[config.mk]
export PLATFORM = sky130hd
export DESIGN_NAME = fetch_stage
export DESIGN_NICKNAME = d
export VERILOG_FILES = /design/src/rtl/cpu_pkg.sv /design/src/rtl/fetch_skid_buf.sv /design/src/rtl/fetch_stage.sv
export SDC_FILE = /design/constraint.sdc
export NUM_CORES = 1
export LEC_CHECK = 0
export BUFFER_PORTS_ARGS = -buffer_cell sky130_fd_sc_hd__buf_2
export CAP_MARGIN = 20
export CORE_ASPECT_RATIO = 1.25
export CORE_UTILIZATION = 59
export DETAILED_ROUTE_END_ITERATION = 10
export PLACE_DENSITY = 0.94
export SYNTH_ARGS = -nofsm -noshare
export SYNTH_HDL_FRONTEND = slang
export SYNTH_SLANG_ARGS = --single-unit
[constraint.sdc]
create_clock -name clk -period 16.4 [get_ports clk]
set_input_delay 3.28 -clock clk [delete_from_list [all_inputs] [get_ports clk]]
set_output_delay 3.28 -clock clk [all_outputs]
set_load 0.01 [all_outputs]
[src/rtl/cpu_pkg.sv]
// Shared CPU front-end definitions: instruction/opcode geometry and fetch FSM states.
package cpu_pkg;

    localparam int INSTR_W    = 32;
    localparam int OPCODE_W   = 6;
    localparam int OPCODE_MSB = 31;
    localparam int OPCODE_LSB = 26;

    localparam logic [OPCODE_W-1:0] OP_NOP = 6'b000000;

    typedef enum logic [1:0] {
        ST_IDLE    = 2'd0,
        ST_FETCH   = 2'd1,
        ST_DISCARD = 2'd2
    } fetch_state_t;

    function automatic logic [OPCODE_W-1:0] opcode_of(input logic [INSTR_W-1:0] instr);
        return instr[OPCODE_MSB:OPCODE_LSB];
    endfunction

endpackage

[src/rtl/fetch_skid_buf.sv]
// One-entry holding buffer for a fetched word that arrived while decode was stalled.
module fetch_skid_buf
    import cpu_pkg::*;
(
    input  logic               clk,
    input  logic               rst,
    input  logic               load,
    input  logic               unload,
    input  logic               clear,
    input  logic [INSTR_W-1:0] load_instr,
    input  logic [31:0]        load_pc,
    output logic               valid,
    output logic [INSTR_W-1:0] instr,
    output logic [31:0]        pc
);

    // A load in the same cycle as an unload replaces the entry being drained.
    always_ff @(posedge clk or posedge rst) begin
        if (rst) begin
            valid <= 1'b0;
            instr <= '0;
            pc    <= '0;
        end else if (clear) begin
            valid <= 1'b0;
        end else if (load) begin
            valid <= 1'b1;
            instr <= load_instr;
            pc    <= load_pc;
        end else if (unload) begin
            valid <= 1'b0;
        end
    end

endmodule

[src/rtl/fetch_stage.sv]
// Instruction fetch stage with IF/ID register, skid buffer and redirect/discard handling.
// Optional performance counters are enabled by defining FETCH_PERF_EN.
module fetch_stage
    import cpu_pkg::*;
#(
    parameter logic [31:0] RESET_PC = 32'h0000_0000
) (
    input  logic                clk,
    input  logic                rst,
    input  logic                stall,
    input  logic                pc_src,
    input  logic [31:0]         branch_target,
    output logic                imem_req,
    output logic [31:0]         imem_addr,
    input  logic                imem_ready,
    input  logic [INSTR_W-1:0]  imem_rdata,
    output logic                if_id_valid,
    output logic [INSTR_W-1:0]  if_id_instr,
    output logic [31:0]         if_id_pc,
    output logic [OPCODE_W-1:0] opcode,
    output logic [31:0]         perf_fetched,
    output logic [31:0]         perf_stalls
);

    localparam logic [1:0] S_IDLE    = ST_IDLE;
    localparam logic [1:0] S_FETCH   = ST_FETCH;
    localparam logic [1:0] S_DISCARD = ST_DISCARD;

    logic [1:0]         state, state_n;
    logic [31:0]        pc, pc_n;
    logic               req_n;
    logic [31:0]        addr_n;
    logic               skid_valid;
    logic [INSTR_W-1:0] skid_instr;
    logic [31:0]        skid_pc;
    logic               ack, fetch_ok, ifid_accept;
    logic               skid_load, skid_unload, ifid_from_mem, ifid_load, skid_next_valid;

    assign ack         = imem_req & imem_ready;
    assign fetch_ok    = ack & (state == S_FETCH) & ~pc_src;
    assign ifid_accept = ~stall | ~if_id_valid;

    // The skid entry is older than any word returning now, so it always drains first.
    assign skid_unload     = ifid_accept & skid_valid & ~pc_src;
    assign ifid_from_mem   = fetch_ok & ifid_accept & ~skid_valid;
    assign skid_load       = fetch_ok & ~ifid_from_mem;
    assign ifid_load       = skid_unload | ifid_from_mem;
    assign skid_next_valid = (skid_valid & ~skid_unload) | skid_load;

    always_comb begin
        state_n = state;
        pc_n    = pc;
        req_n   = imem_req;
        addr_n  = imem_addr;
        case (state)
            S_IDLE: begin
                state_n = S_FETCH;
                if (pc_src) pc_n = branch_target;
            end
            S_FETCH: begin
                if (imem_req && !imem_ready) begin
                    if (pc_src) begin
                        pc_n    = branch_target;
                        state_n = S_DISCARD;
                    end
                end else if (pc_src) begin
                    pc_n   = branch_target;
                    req_n  = 1'b1;
                    addr_n = branch_target;
                end else begin
                    pc_n  = ack ? pc + 32'd4 : pc;
                    req_n = ~skid_next_valid;
                    if (req_n) addr_n = pc_n;
                end
            end
            S_DISCARD: begin
                // The request in flight still has to complete; its data is thrown away.
                if (pc_src) pc_n = branch_target;
                if (imem_ready) begin
                    state_n = S_FETCH;
                    req_n   = 1'b1;
                    addr_n  = pc_src ? branch_target : pc;
                    pc_n    = addr_n;
                end
            end
            default: state_n = S_IDLE;
        endcase
    end

    always_ff @(posedge clk or posedge rst) begin
        if (rst) begin
            state     <= S_IDLE;
            pc        <= RESET_PC;
            imem_req  <= 1'b0;
            imem_addr <= RESET_PC;
        end else begin
            state     <= state_n;
            pc        <= pc_n;
            imem_req  <= req_n;
            imem_addr <= addr_n;
        end
    end

    always_ff @(posedge clk or posedge rst) begin
        if (rst) begin
            if_id_valid <= 1'b0;
            if_id_instr <= '0;
            if_id_pc    <= '0;
        end else if (pc_src) begin
            if_id_valid <= 1'b0;
        end else if (ifid_load) begin
            if_id_valid <= 1'b1;
            if_id_instr <= skid_valid ? skid_instr : imem_rdata;
            if_id_pc    <= skid_valid ? skid_pc : imem_addr;
        end else if (!stall) begin
            if_id_valid <= 1'b0;
        end
    end

    fetch_skid_buf u_skid (
        .clk        (clk),
        .rst        (rst),
        .load       (skid_load),
        .unload     (skid_unload),
        .clear      (pc_src),
        .load_instr (imem_rdata),
        .load_pc    (imem_addr),
        .valid      (skid_valid),
        .instr      (skid_instr),
        .pc         (skid_pc)
    );

    assign opcode = if_id_valid ? opcode_of(if_id_instr) : OP_NOP;

`ifdef FETCH_PERF_EN
    always_ff @(posedge clk or posedge rst) begin
        if (rst) begin
            perf_fetched <= '0;
            perf_stalls  <= '0;
        end else begin
            if (ifid_load && perf_fetched != 32'hFFFF_FFFF)
                perf_fetched <= perf_fetched + 32'd1;
            if (stall && if_id_valid && perf_stalls != 32'hFFFF_FFFF)
                perf_stalls <= perf_stalls + 32'd1;
        end
    end
`else
    assign perf_fetched = '0;
    assign perf_stalls  = '0;
`endif

endmodule

==> parameters.txt, run 1 <==
Parameter                              Value

Synthesis
  Number of standard cells after synthesis    between 1,000 and 1,500
  Yosys warnings    0
  Number of storage elements in the synthesis netlist    roughly 200
  Ys async rst share    100%
  Dominant combinational cell family by area after synthesis    multiplexers
  Synth cell types    67
  Avg Synthesized Cell Area    ~10 um2
  Post-Syn Area    approximately 10,000 um2
  Simple-gate share of the synthesized area    13.4%
  Share of cell area taken by muxes after synthesis    approximately 15%
  Number of enable-type register cells in the synthesized netlist    0
  Sequential cell area fraction in the yosys report    ~48%
  Xor-xnor portion of the synthesized cell area    ~1.8%
  Biggest area contributors in the synthesized netlist    dfrtp_1 48%, mux2i_1 7.6%, mux2_2 7.0%, o21ai_0 5.0%, buf_4 4.9%
  Largest area contributor in the synthesized netlist    dfrtp_1
  Post-synth top area share    between 40% and 50%
  Compound-gate portion of the synthesized area    between 10% and 20%
  Most common flop cell mapped by yosys    dfrtp_1
  Share of synthesized cell area in full adder, half adder and majority cells    less than 1%

CTS
  Cell chosen for the clock root    clkbuf_16
  TritonCTS clock tree    yes
  Depth of the CTS H-tree    4
  Hold-fix buffers at CTS    0
  Setup bufs post-CTS    0
  Clock insertion delay at the later pin of the skew report    about 0.43 ns
  CTS Buf Count    17
  CTS-repair resized insts    0
  Clock Tree Buf Depth    2
  Clock Pin Slew Worst Setup and Hold Paths    roughly 0.070 ns
  Number of sinks driven by the clock tree    roughly 200

STA
  Final setup violation count    0
  Final Hold Fails    0
  Tightest Pin Transition    approximately 1.2 ns
  Worst Clk Skew    roughly 0.013 ns
  Worst Hold Margin    0.473 ns
  Unrepaired setup endpoints after global routing    false
  Relative max-transition margin    between 20 and 25%
  Final period util    between 30% and 40%
  Setup tns final    0 ns
  Final-report max-slew violation count    0
  Time the worst path needs with I/O delays and setup    5.36 ns
  Max frequency    about 190 MHz

Power
  Static power due to leakage    5.30 nW
  Power per cell area    about 160 nW/um2
  Peak ir drop on the vdd network    a little under 0.09 mV

Worst hold path
  Worst Hold Class    register to register

Status
  Status    finished clean

Global route
  GR peak layer    met2
  Number of global-route vias before repair    roughly 8,000
  Initial antenna violation count    0
  Global route overflow    0
  Met1 Resource Use GR    a little over a third
  Met3 track utilization from global routing    between 5 and 6%
  Met2 capacity usage during global routing    about half
  Global-route wire length before repair    roughly 40,000 um
  Total GRT Usage    between 20% and 30%
  Maximum number of pins on one net before global-route repair    130

Route
  WL final    about 26,000 um
  Wire per inst    approximately 19 um
  Detailed-route via count    between 8,000 and 9,000
  Number of remaining DRC errors    0
  DRT Pass-1 Iters    6
  Initial DRC count    ~750
  Via density per instance    about 6.0
  Antenna-violating nets left    0

Cells and area
  # nets final    1,208
  Final Non-Filler Cells    roughly 1,400
  Layout Area Growth over Synthesis    12.9%
  Seq. cell area    between 4000 and 5000 um2
  Filler Cells Inserted    approximately 1,200
  Area of the multi-input gates    approximately 4700 um2
  Ratio of cells with drive above 1 in the final layout    between 20 and 30%
  ANT cells    0

Setup path
  Setup slack of the most critical reg-to-reg path    12.82 ns
  Critical path cell sequence    buf_2 -> nand4b_1 -> maj3_1 -> o21bai_4 -> buf_4 -> nand2b_1 -> o221ai_1
  Worst Path Arrival    5.64 ns
  Kind of start point of the critical path    input pin
  Crit path capture type    register
  Worst Setup Path Type    input pin to register
  CP max-delay cell    o21bai_4
  Slowest stage delay, CP    around 0.48 ns
  Required @ worst endpoint    16.68 ns
  Critical Path Fanout Max    38

Floorplan
  Effective utilization at floorplan    between 60% and 70%
  Die Span X    120 um
  Number of top-level design ports    between 200 and 250
  Number of rows in the core area    53
  Die boundary height    around 150 um
  Core Box Area    around 17,000 um2
  Area of the die    between 15,000 and 20,000 um2

Run
  MaxCap Viol Count    0

Place
  Half-perimeter wire length of the detailed placement result    around 17,000 um
  I/O Buffers    172
  Final weighted congestion of routability-driven global placement    0.976
  Placed cell count    between 1,000 and 1,500
state kept, by name (all words and copies together) (netlist names):
name and flops:
if_id_pc 32, u_skid.instr 32, imem_addr 32, state 2, u_skid.pc 32, u_skid.valid 1, pc 32, if_id_instr 32
imem_req 1, if_id_valid 1
power by group:
group | switching (W) | internal (W) | total, W
registers | 0.000168 | 0.000673 | 0.000842
logic | 0.000355 | 0.000255 | 0.000610
clock network | 0.000189 | 0.000256 | 0.000444
total | 0.000712 | 0.00118 | 0.00190
critical path: cells and delay by family:
kind	cells	cell delay, ns
AOI/OAI and AO/OA	2	0.68
buffers and inverters	2	0.60
and+or+nand+nor	2	0.58
adders and majority gates	1	0.47
through the flow:
step	power, W	utilization [%]	instance area (um2)	setup slack [ns]
after floorplan	0.00121	-	10500	7.75
after global placement	0.00140	64.7	10900	10.70
after detailed placement	0.00144	64.7	10900	10.55
after CTS	0.00189	68.4	11600	11.02
after global routing	0.00200	68.6	11600	10.84
final	0.00190	68.6	11600	11.04
cells in the final DEF (no fill, tap or decap), drive strengths merged, types with 5 or more instances in the layout:
master / count
o2bb2ai: 6
nand3: 24
mux2i: 78
o41ai: 6
xor2: 6
o221ai: 10
nand4: 16
xnor2: 15
and3: 6
o22a: 5
clkbuf: 20
or3: 7
a21oi: 33
dfrtp: 197
nor2: 25
inv: 21
o31ai: 7
nor3: 23
nor4: 18
nand2: 128
o21ai: 103
conb: 64
and2: 10
mux2: 67
buf: 181
final cells by class:
type / count / share of cell area [%]
Timing Repair Buffer: 181 / 8.18
Inverter: 16 / 0.582
Multi-Input combinational cell: 725 / 40.9
Clock buffer: 20 / 4.02
Tap cell: 220 / 2.37
Sequential cell: 197 / 42.5
Clock inverter: 12 / 1.42
routing by layer:
layer  vias to the layer above  part of all wire, %  wire length [um]
met5                         -                    0                 0
li1                       3747                    -                 -
met4                         0                  3.7               949
met2                       389                   50             12900
met1                      3999                   40             10200
met3                        66                  6.0              1530
final timing paths:
check | start | endpoint | cells past startpoint
worst max-delay path | imem_ready | imem_addr[25] | 7
worst min-delay path | if_id_pc[9] | if_id_pc[9] | 2
worst max register to register | u_skid.valid | imem_addr[25] | 6
worst min register to register | if_id_pc[9] | if_id_pc[9] | 2
max in group asynchronous | rst | u_skid.valid | 3
min in group asynchronous | rst | if_id_instr[26] | 2
cells in the mapped netlist, drive strengths merged (2+ instances only):
master   instances
dfrtp          197
nand2          128
o21ai          103
buf             99
mux2i           78
mux2            67
clkbuf          42
a21oi           33
nor2            25
nand3           24
nor3            23
nor4            18
inv             16
nand4           16
xnor2           15
and2            10
o221ai          10
o31ai            7
or3              7
and3             6
o2bb2ai          6
o41ai            6
xor2             6
o22a             5
a32oi            4
and4             4
nand2b           4
o21a             4
o22ai            4
or4              4
a21boi           3
a21o             3
a22o             3
a22oi            3
a211oi           2
a311oi           2
a31oi            2
a32o             2
a41o             2
nand4b           2
nor2b            2
o211ai           2
o311ai           2
cell families (layout without fill, tap and decap cells):
group,after synthesis,after routing
XOR/XNOR,21,21
AO/OA/AOI/OAI,216,216
flip-flops,197,197
AND/OR/NAND/NOR,277,277
adder cells (fa/ha/maj),2,2
multiplexers,145,145
other,1,64
buffers and inverters,157,229
Note: power is estimated with default switching activity, not from simulation.
==> inputs of run 2 (changes only) <==
--- a/config.mk
+++ b/config.mk
@@ -8,9 +8,9 @@
 export BUFFER_PORTS_ARGS = -buffer_cell sky130_fd_sc_hd__buf_2
 export CAP_MARGIN = 20
 export CORE_ASPECT_RATIO = 1.25
-export CORE_UTILIZATION = 59
+export CORE_UTILIZATION = 55
 export DETAILED_ROUTE_END_ITERATION = 10
-export PLACE_DENSITY = 0.94
+export PLACE_DENSITY = 0.89
 export SYNTH_ARGS = -nofsm -noshare
 export SYNTH_HDL_FRONTEND = slang
 export SYNTH_SLANG_ARGS = --single-unit
==> constraint.sdc (replaced) <==
create_clock -name clk -period 5.5 [get_ports clk]
set_input_delay 1.1 -clock clk [delete_from_list [all_inputs] [get_ports clk]]
set_output_delay 1.1 -clock clk [all_outputs]
set_load 0.01 [all_outputs]
==> run 2 against run 1 <==
  * Sequential power rose to 2.9 times the previous value
  * Design area down 0.40%
  * Core utilization down 5.0 points
  * Register-to-register slack worse by 10 ns
  * Die area up 7.2%
  * Via count down 0.46%
  * Clock power rose to 2.7 times the previous value
  * Sequential share of layout area up 0.17 points
  * First-iteration DRC count up 19%
  * Total power rose to 2.9 times the previous value
  * Non-clock buffer count up 4
  * Sequential cell count unchanged
  * Critical endpoint is now imem_addr[15]
==> parameters.txt, run 2 (synthesized netlist as in run 1, its figures left out) <==
Parameter                              Value

Cells and area
  ANT cells    0 (unchanged)
  Leading cell type in the layout, fill and taps excluded    dfrtp_1
  Layout Area Growth over Synthesis    12.4%
  # nets final    1,212 (+0.33%)
  Most frequent cells in the layout    196 x dfrtp_1, 172 x buf_2, 128 x nand2_1
  Filler Cells Inserted    1,435 (+16%)
  Ratio of cells with drive above 1 in the final layout    25.4% (+0.043 points)
  Seq. cell area    4930 um2 (unchanged)
  Area of the multi-input gates    4740 um2 (unchanged)

Global route
  Maximum number of pins on one net before global-route repair    129 (-0.77%)
  Number of global-route vias before repair    7,864 (-0.076%)
  Total GRT Usage    27.0% (-1.9 points)
  Initial antenna violation count    0 (unchanged)
  Global-route wire length before repair    41,300 um (+1.8%)
  Global route overflow    0 (unchanged)

STA
  Final period util    a little over half
  Final-report max-slew violation count    0 (unchanged)
  Final Hold Fails    0 (unchanged)
  Relative max-transition margin    22.3% (+1.9 points)
  Worst Hold Margin    0.473 ns (+0.000223 ns)
  Worst Clk Skew    0.0124 ns (-0.000640 ns)
  Final setup violation count    0 (unchanged)
  Max frequency    between 300 and 400 MHz
  Setup tns final    0 ns (unchanged)
  Unrepaired setup endpoints after global routing    false
  Time the worst path needs with I/O delays and setup    2.92 ns
  Tightest Pin Transition    1.17 ns (-0.0284 ns)

Route
  Met3 Wirelength    1380 um (-9.9%)
  Initial DRC count    899 (+19%)
  Antenna-violating nets left    0 (unchanged)
  Top sig layer    met4
  WL final    25,400 um (-0.85%)
  Wire length on met1    10,400 um (+1.6%)
  Amount of wire on met2 after detailed routing    12,600 um (-2.9%)
  Detailed-route via count    8,163 (-0.46%)
  Wire per inst    18.4 um (-1.6%)
  Number of remaining DRC errors    0 (unchanged)
  Via density per instance    5.91 (-1.2%)
  DRT Pass-1 Iters    6 (unchanged)

Floorplan
  Die boundary height    155 um (+3.5%)
  Number of top-level design ports    237 (unchanged)
  Core Box Area    18,200 um2 (+7.4%)
  Effective utilization at floorplan    56.6% (-4.2 points)
  Number of rows in the core area    55 (+3.8%)
  Die Span X    124 um (+3.5%)
  Area of the die    19,200 um2 (+7.2%)

Setup path
  Kind of start point of the critical path    input pin
  Critical path cell sequence    buf_2 -> nand4b_1 -> maj3_1 -> o21bai_4 -> buf_4 -> a311oi_1 -> a21o_1
  Slowest stage delay, CP    0.54 ns (+0.06 ns)
  CP max-delay cell    o21bai_4
  Worst Path Arrival    3.24 ns (-2.40 ns)
  Required @ worst endpoint    5.82 ns (-10.86 ns)
  Crit path capture type    register
  Critical Path Fanout Max    37 (-2.6%)
  Worst Setup Path Type    input pin to register

CTS
  Setup bufs post-CTS    0 (unchanged)
  Hold-fix buffers at CTS    0 (unchanged)
  CTS-repair resized insts    0 (unchanged)
  Number of sinks driven by the clock tree    197 (unchanged)
  Clock insertion delay at the later pin of the skew report    0.44 ns (about the same)
  CTS Buf Count    17 (unchanged)
  Clock Tree Buf Depth    2 (unchanged)
  Depth of the CTS H-tree    4 (unchanged)
  TritonCTS clock tree    yes
  Cell chosen for the clock root    clkbuf_16
  Clock Pin Slew Worst Setup and Hold Paths    0.07 ns (about the same)

Place
  Final weighted congestion of routability-driven global placement    0.949 (-2.8%)
  I/O Buffers    172 (unchanged)
  Half-perimeter wire length of the detailed placement result    17,500 um (+1.3%)

Power
  Flop pwr share    45.2% (+0.8 points)
  Power per cell area    475 nW/um2 (+190%)
  Static power due to leakage    5.28 nW (-0.45%)
  Cell Int Power    0.00341 W (+190%)
  Fraction of power spent switching nets    37.8% (+0.27 points)
  Share of power burned in the clock network    21.7% (-1.7 points)
  Logic gate share of total power    33.1% (+0.9 points)
  Switching power    0.00208 W (+190%)
  Peak ir drop on the vdd network    0.257 mV (+190%)

Run
  MaxCap Viol Count    0 (unchanged)

Status
  Status    finished clean

Worst hold path
  Worst Hold Class    register to register
[run 2: path summary, 6_finish.rpt]
| path | startpoint | endpoint | slack [ns] | cells after the start |
|---|---|---|---|---|
| setup reg to reg | state[0] | imem_addr[15] | 2.79 | 6 |
| hold reg to reg | if_id_instr[18] | if_id_instr[18] | 0.47 | 2 |
| hold / removal | if_id_instr[18] | if_id_instr[18] | 0.47 | 2 |
| min in group asynchronous | rst | if_id_instr[25] | 0.82 | 3 |
| max in group asynchronous | rst | pc[27] | 3.94 | 3 |
| setup / recovery | imem_ready | imem_addr[15] | 2.58 | 7 |
[run 2: power groups by stage]
stage,registers (W),logic [W],clock network (W)
after floorplan,0.00251,0.00109,0
after global placement,0.00246,0.00173,0
after detailed placement,0.00250,0.00181,0
after CTS,0.00247,0.00182,0.00121
after global routing,0.00256,0.00200,0.00127
final,0.00248,0.00182,0.00119
[run 2: metrics by stage]
stage          instance area (um2)  instances  setup slack, ns  util (%)  total power [W]
2_1_floorplan                10500       1079             1.85         -          0.00360
3_3_place_gp                 11000       1351             2.19      60.5          0.00419
3_5_place_dp                 11000       1351             2.12      60.5          0.00430
4_1_cts                      11600       1381             2.58      63.6          0.00551
5_1_grt                      11600       1381             2.44      63.6          0.00583
6_report                     11600       1381             2.58      63.6          0.00549
[run 2: area by class of cell]
cell class / instances / share of cell area, %
flip-flops and latches: 197 / 42.7
multi-input cells: 725 / 41.1
repair buffers: 185 / 8.40
clock buffers: 20 / 3.95
well taps: 228 / 2.47
clock inverters: 10 / 0.866
inverters: 16 / 0.552
[run 2: metal layers]
metal | up-vias | global-route usage (%)
met5 | - | 0
met4 | 0 | 13.9
met3 | 74 | 5.19
met2 | 358 | 43.4
met1 | 3969 | 34.9
li1 | 3762 | -
[run 2: worst max-delay path, delay by kind of cell]
family	cells	cell delay, ns
buffers and inverters	2	0.60
AND/OR/NAND/NOR	1	0.22
AO/OA/AOI/OAI	3	0.84
adder cells (fa/ha/maj)	1	0.47
==> inputs of run 3 (changes only) <==
==> constraint.sdc (replaced) <==
create_clock -name clk -period 3 [get_ports clk]
set_input_delay 0.6 -clock clk [delete_from_list [all_inputs] [get_ports clk]]
set_output_delay 0.6 -clock clk [all_outputs]
set_load 0.01 [all_outputs]
==> run 3 against run 2 <==
  * Highest routed layer unchanged
  * Combinational power rose by 88%
  * Sequential share of layout area fell by 0.46 points
  * Critical path depth down 2
  * Design area increased by 1.1%
  * Total power rose by 83%
  * Non-clock buffer count up 12
  * Die area is the same
  * Hold slack worse by 0.17 ns
  * Final cell count increased by 1.0%
  * Clock skew down 0.0025 ns
==> parameters.txt, run 3 (synthesized netlist as in run 1, its figures left out) <==
Parameter                              Value

STA
  Relative max-transition margin    23.7% (+1.4 points)
  Final period util    78.2%
  Unrepaired setup endpoints after global routing    false
  Time the worst path needs with I/O delays and setup    ~2.3 ns
  Tightest Pin Transition    1.14 ns (-0.0203 ns)
  Final setup violation count    0 (unchanged)
  Final-report max-slew violation count    0 (unchanged)
  Final Hold Fails    0 (unchanged)
  Max frequency    between 400 and 500 MHz
  Worst Clk Skew    0.00985 ns (-0.00253 ns)

CTS
  Depth of the CTS H-tree    4 (unchanged)
  Setup bufs post-CTS    0 (unchanged)
  Cell chosen for the clock root    clkbuf_16
  Clock insertion delay at the later pin of the skew report    0.43 ns (about the same)
  Clock Pin Slew Worst Setup and Hold Paths    0.07 ns (about the same)
  Clock Tree Buf Depth    2 (unchanged)
  TritonCTS clock tree    yes
  CTS Buf Count    17 (unchanged)
  CTS-repair resized insts    0 (unchanged)
  Number of sinks driven by the clock tree    197 (unchanged)
  Hold-fix buffers at CTS    0 (unchanged)

Setup path
  Critical path cell sequence    nand4_4 -> or3_1 -> or4_1 -> a21oi_1 -> o22a_2
  Top cell family by delay on the critical path    simple AND/OR/NAND/NOR gates
  Crit path capture type    register
  Required @ worst endpoint    3.37 ns (-2.45 ns)
  Kind of start point of the critical path    register
  Worst Path Arrival    2.72 ns (-0.52 ns)
  CP max-delay cell    or3_1
  Slowest stage delay, CP    0.66 ns (+0.12 ns)
  Buffers and inverters on the worst path    0 (-2)
  Worst Setup Path Type    register to register
  Critical Path Fanout Max    16 (-57%)

Cells and area
  Final design utilization    64.3% (+0.69 points)
  Layout Area Growth over Synthesis    13.7%
  Most frequent cells in the layout    196 x dfrtp_1, 172 x buf_2, 128 x nand2_1
  Ratio of cells with drive above 1 in the final layout    26.0% (+0.64 points)
  Leading cell type in the layout, fill and taps excluded    dfrtp_1
  Final Non-Filler Cells    1,395 (+1.0%)
  Seq. cell area    4930 um2 (unchanged)
  Filler Cells Inserted    1,459 (+1.7%)
  ANT cells    0 (unchanged)
  # nets final    1,224 (+0.99%)
  Area of the multi-input gates    4740 um2 (unchanged)

Power
  Static power due to leakage    5.34 nW (+1.1%)
  Power per cell area    860 nW/um2 (+81%)
  Peak ir drop on the vdd network    0.459 mV (+78%)

Global route
  Maximum number of pins on one net before global-route repair    96 (-26%)
  Global-route wire length before repair    41,100 um (-0.57%)
  Number of global-route vias before repair    7,877 (+0.17%)
  Total GRT Usage    27.0% (-0.043 points)
  Initial antenna violation count    0 (unchanged)
  Global route overflow    0 (unchanged)

Floorplan
  Die boundary height    155 um (unchanged)
  Core Box Area    18,200 um2 (unchanged)
  Number of rows in the core area    55 (unchanged)
  Effective utilization at floorplan    56.6% (unchanged)
  Die Span X    124 um (unchanged)
  Number of top-level design ports    237 (unchanged)
  Area of the die    19,200 um2 (unchanged)

Place
  Final weighted congestion of routability-driven global placement    0.969 (+2.1%)
  Half-perimeter wire length of the detailed placement result    18,200 um (+3.9%)
  I/O Buffers    172 (unchanged)
  Placed cell count    1,363 (+0.89%)

Run
  MaxCap Viol Count    0 (unchanged)

Status
  Status    finished clean

Route
  Detailed-route via count    8,232 (+0.85%)
  Via density per instance    5.90 (-0.17%)
  DRT Pass-1 Iters    7 (+1)
  WL final    25,600 um (+0.93%)
  Amount of wire on met2 after detailed routing    12,800 um (+2.1%)
  Wire per inst    18.4 um (about the same)
  Wire length on met1    10,100 um (-2.4%)
  Antenna-violating nets left    0 (unchanged)
  Number of remaining DRC errors    0 (unchanged)
  Initial DRC count    750 (-17%)
  Met3 Wirelength    1500 um (+8.9%)
  Top sig layer    met4

Worst hold path
  Worst Hold Class    input pin to async pin
[run 3: changes by cell type in the layout (fill, tap and decap cells not counted)]
cell | previous run | this run
clkinv_2 | 2 | 3
bufinv_16 | 1 | 0
buf_4 | 12 | 19
buf_12 | 1 | 6
inv_8 | 0 | 1
clkbuf_1 | 1 | 4
clkbuf_8 | 2 | 1
clkinvlp_4 | 2 | 4
clkinv_4 | 4 | 1
[run 3: cell type report]
cell class                 count  area share [%]
multi-input combinational    725            40.6
sequential                   197            42.2
clock buffer                  22            3.89
inverter                      16           0.546
clock inverter                10           0.643
tap                          228            2.44
timing repair buffer         197            9.62
[run 3: routing by layer]
| layer | global-route usage, % | up-vias |
|---|---|---|
| met5 | 0 | - |
| met4 | 14.3 | 0 |
| met3 | 4.70 | 81 |
| met2 | 44.8 | 370 |
| met1 | 33.7 | 4002 |
| li1 | - | 3779 |
[run 3: final timing paths]
check / startpoint / end / slack, ns / cells past startpoint
setup reg to reg: pc[5] / pc[29] / 0.65 / 5
min in group clk: imem_rdata[28] / u_skid.instr[28] / 0.41 / 2
hold / removal: rst / u_skid.instr[24] / 0.30 / 2
hold reg to reg: if_id_instr[6] / if_id_instr[6] / 0.47 / 2
setup / recovery: pc[5] / pc[29] / 0.65 / 5
max in group asynchronous: rst / u_skid.instr[4] / 1.93 / 3
[run 3: power breakdown]
group	leakage, nW	switching [W]	internal, W	total, W
Combinational	2.61	0.00198	0.00145	0.00342
Sequential	2.47	0.000847	0.00368	0.00453
Clock	0.253	0.000998	0.00109	0.00209
Total	5.34	0.00382	0.00622	0.0100
[run 3: per-stage QoR]
stage / worst slack (ns) / setup TNS [ns] / cell area [um2] / hold WS [ns] / total power [W]
after floorplan: -0.146 / -28.84 / 10500 / 0.458 / 0.00659
after global placement: 0.493 / 0 / 11100 / 0.456 / 0.00774
after detailed placement: 0.489 / 0 / 11100 / 0.465 / 0.00797
after CTS: 0.682 / 0 / 11700 / 0.322 / 0.0101
after global routing: 0.494 / 0 / 11700 / 0.349 / 0.0107
final: 0.653 / 0 / 11700 / 0.303 / 0.0100
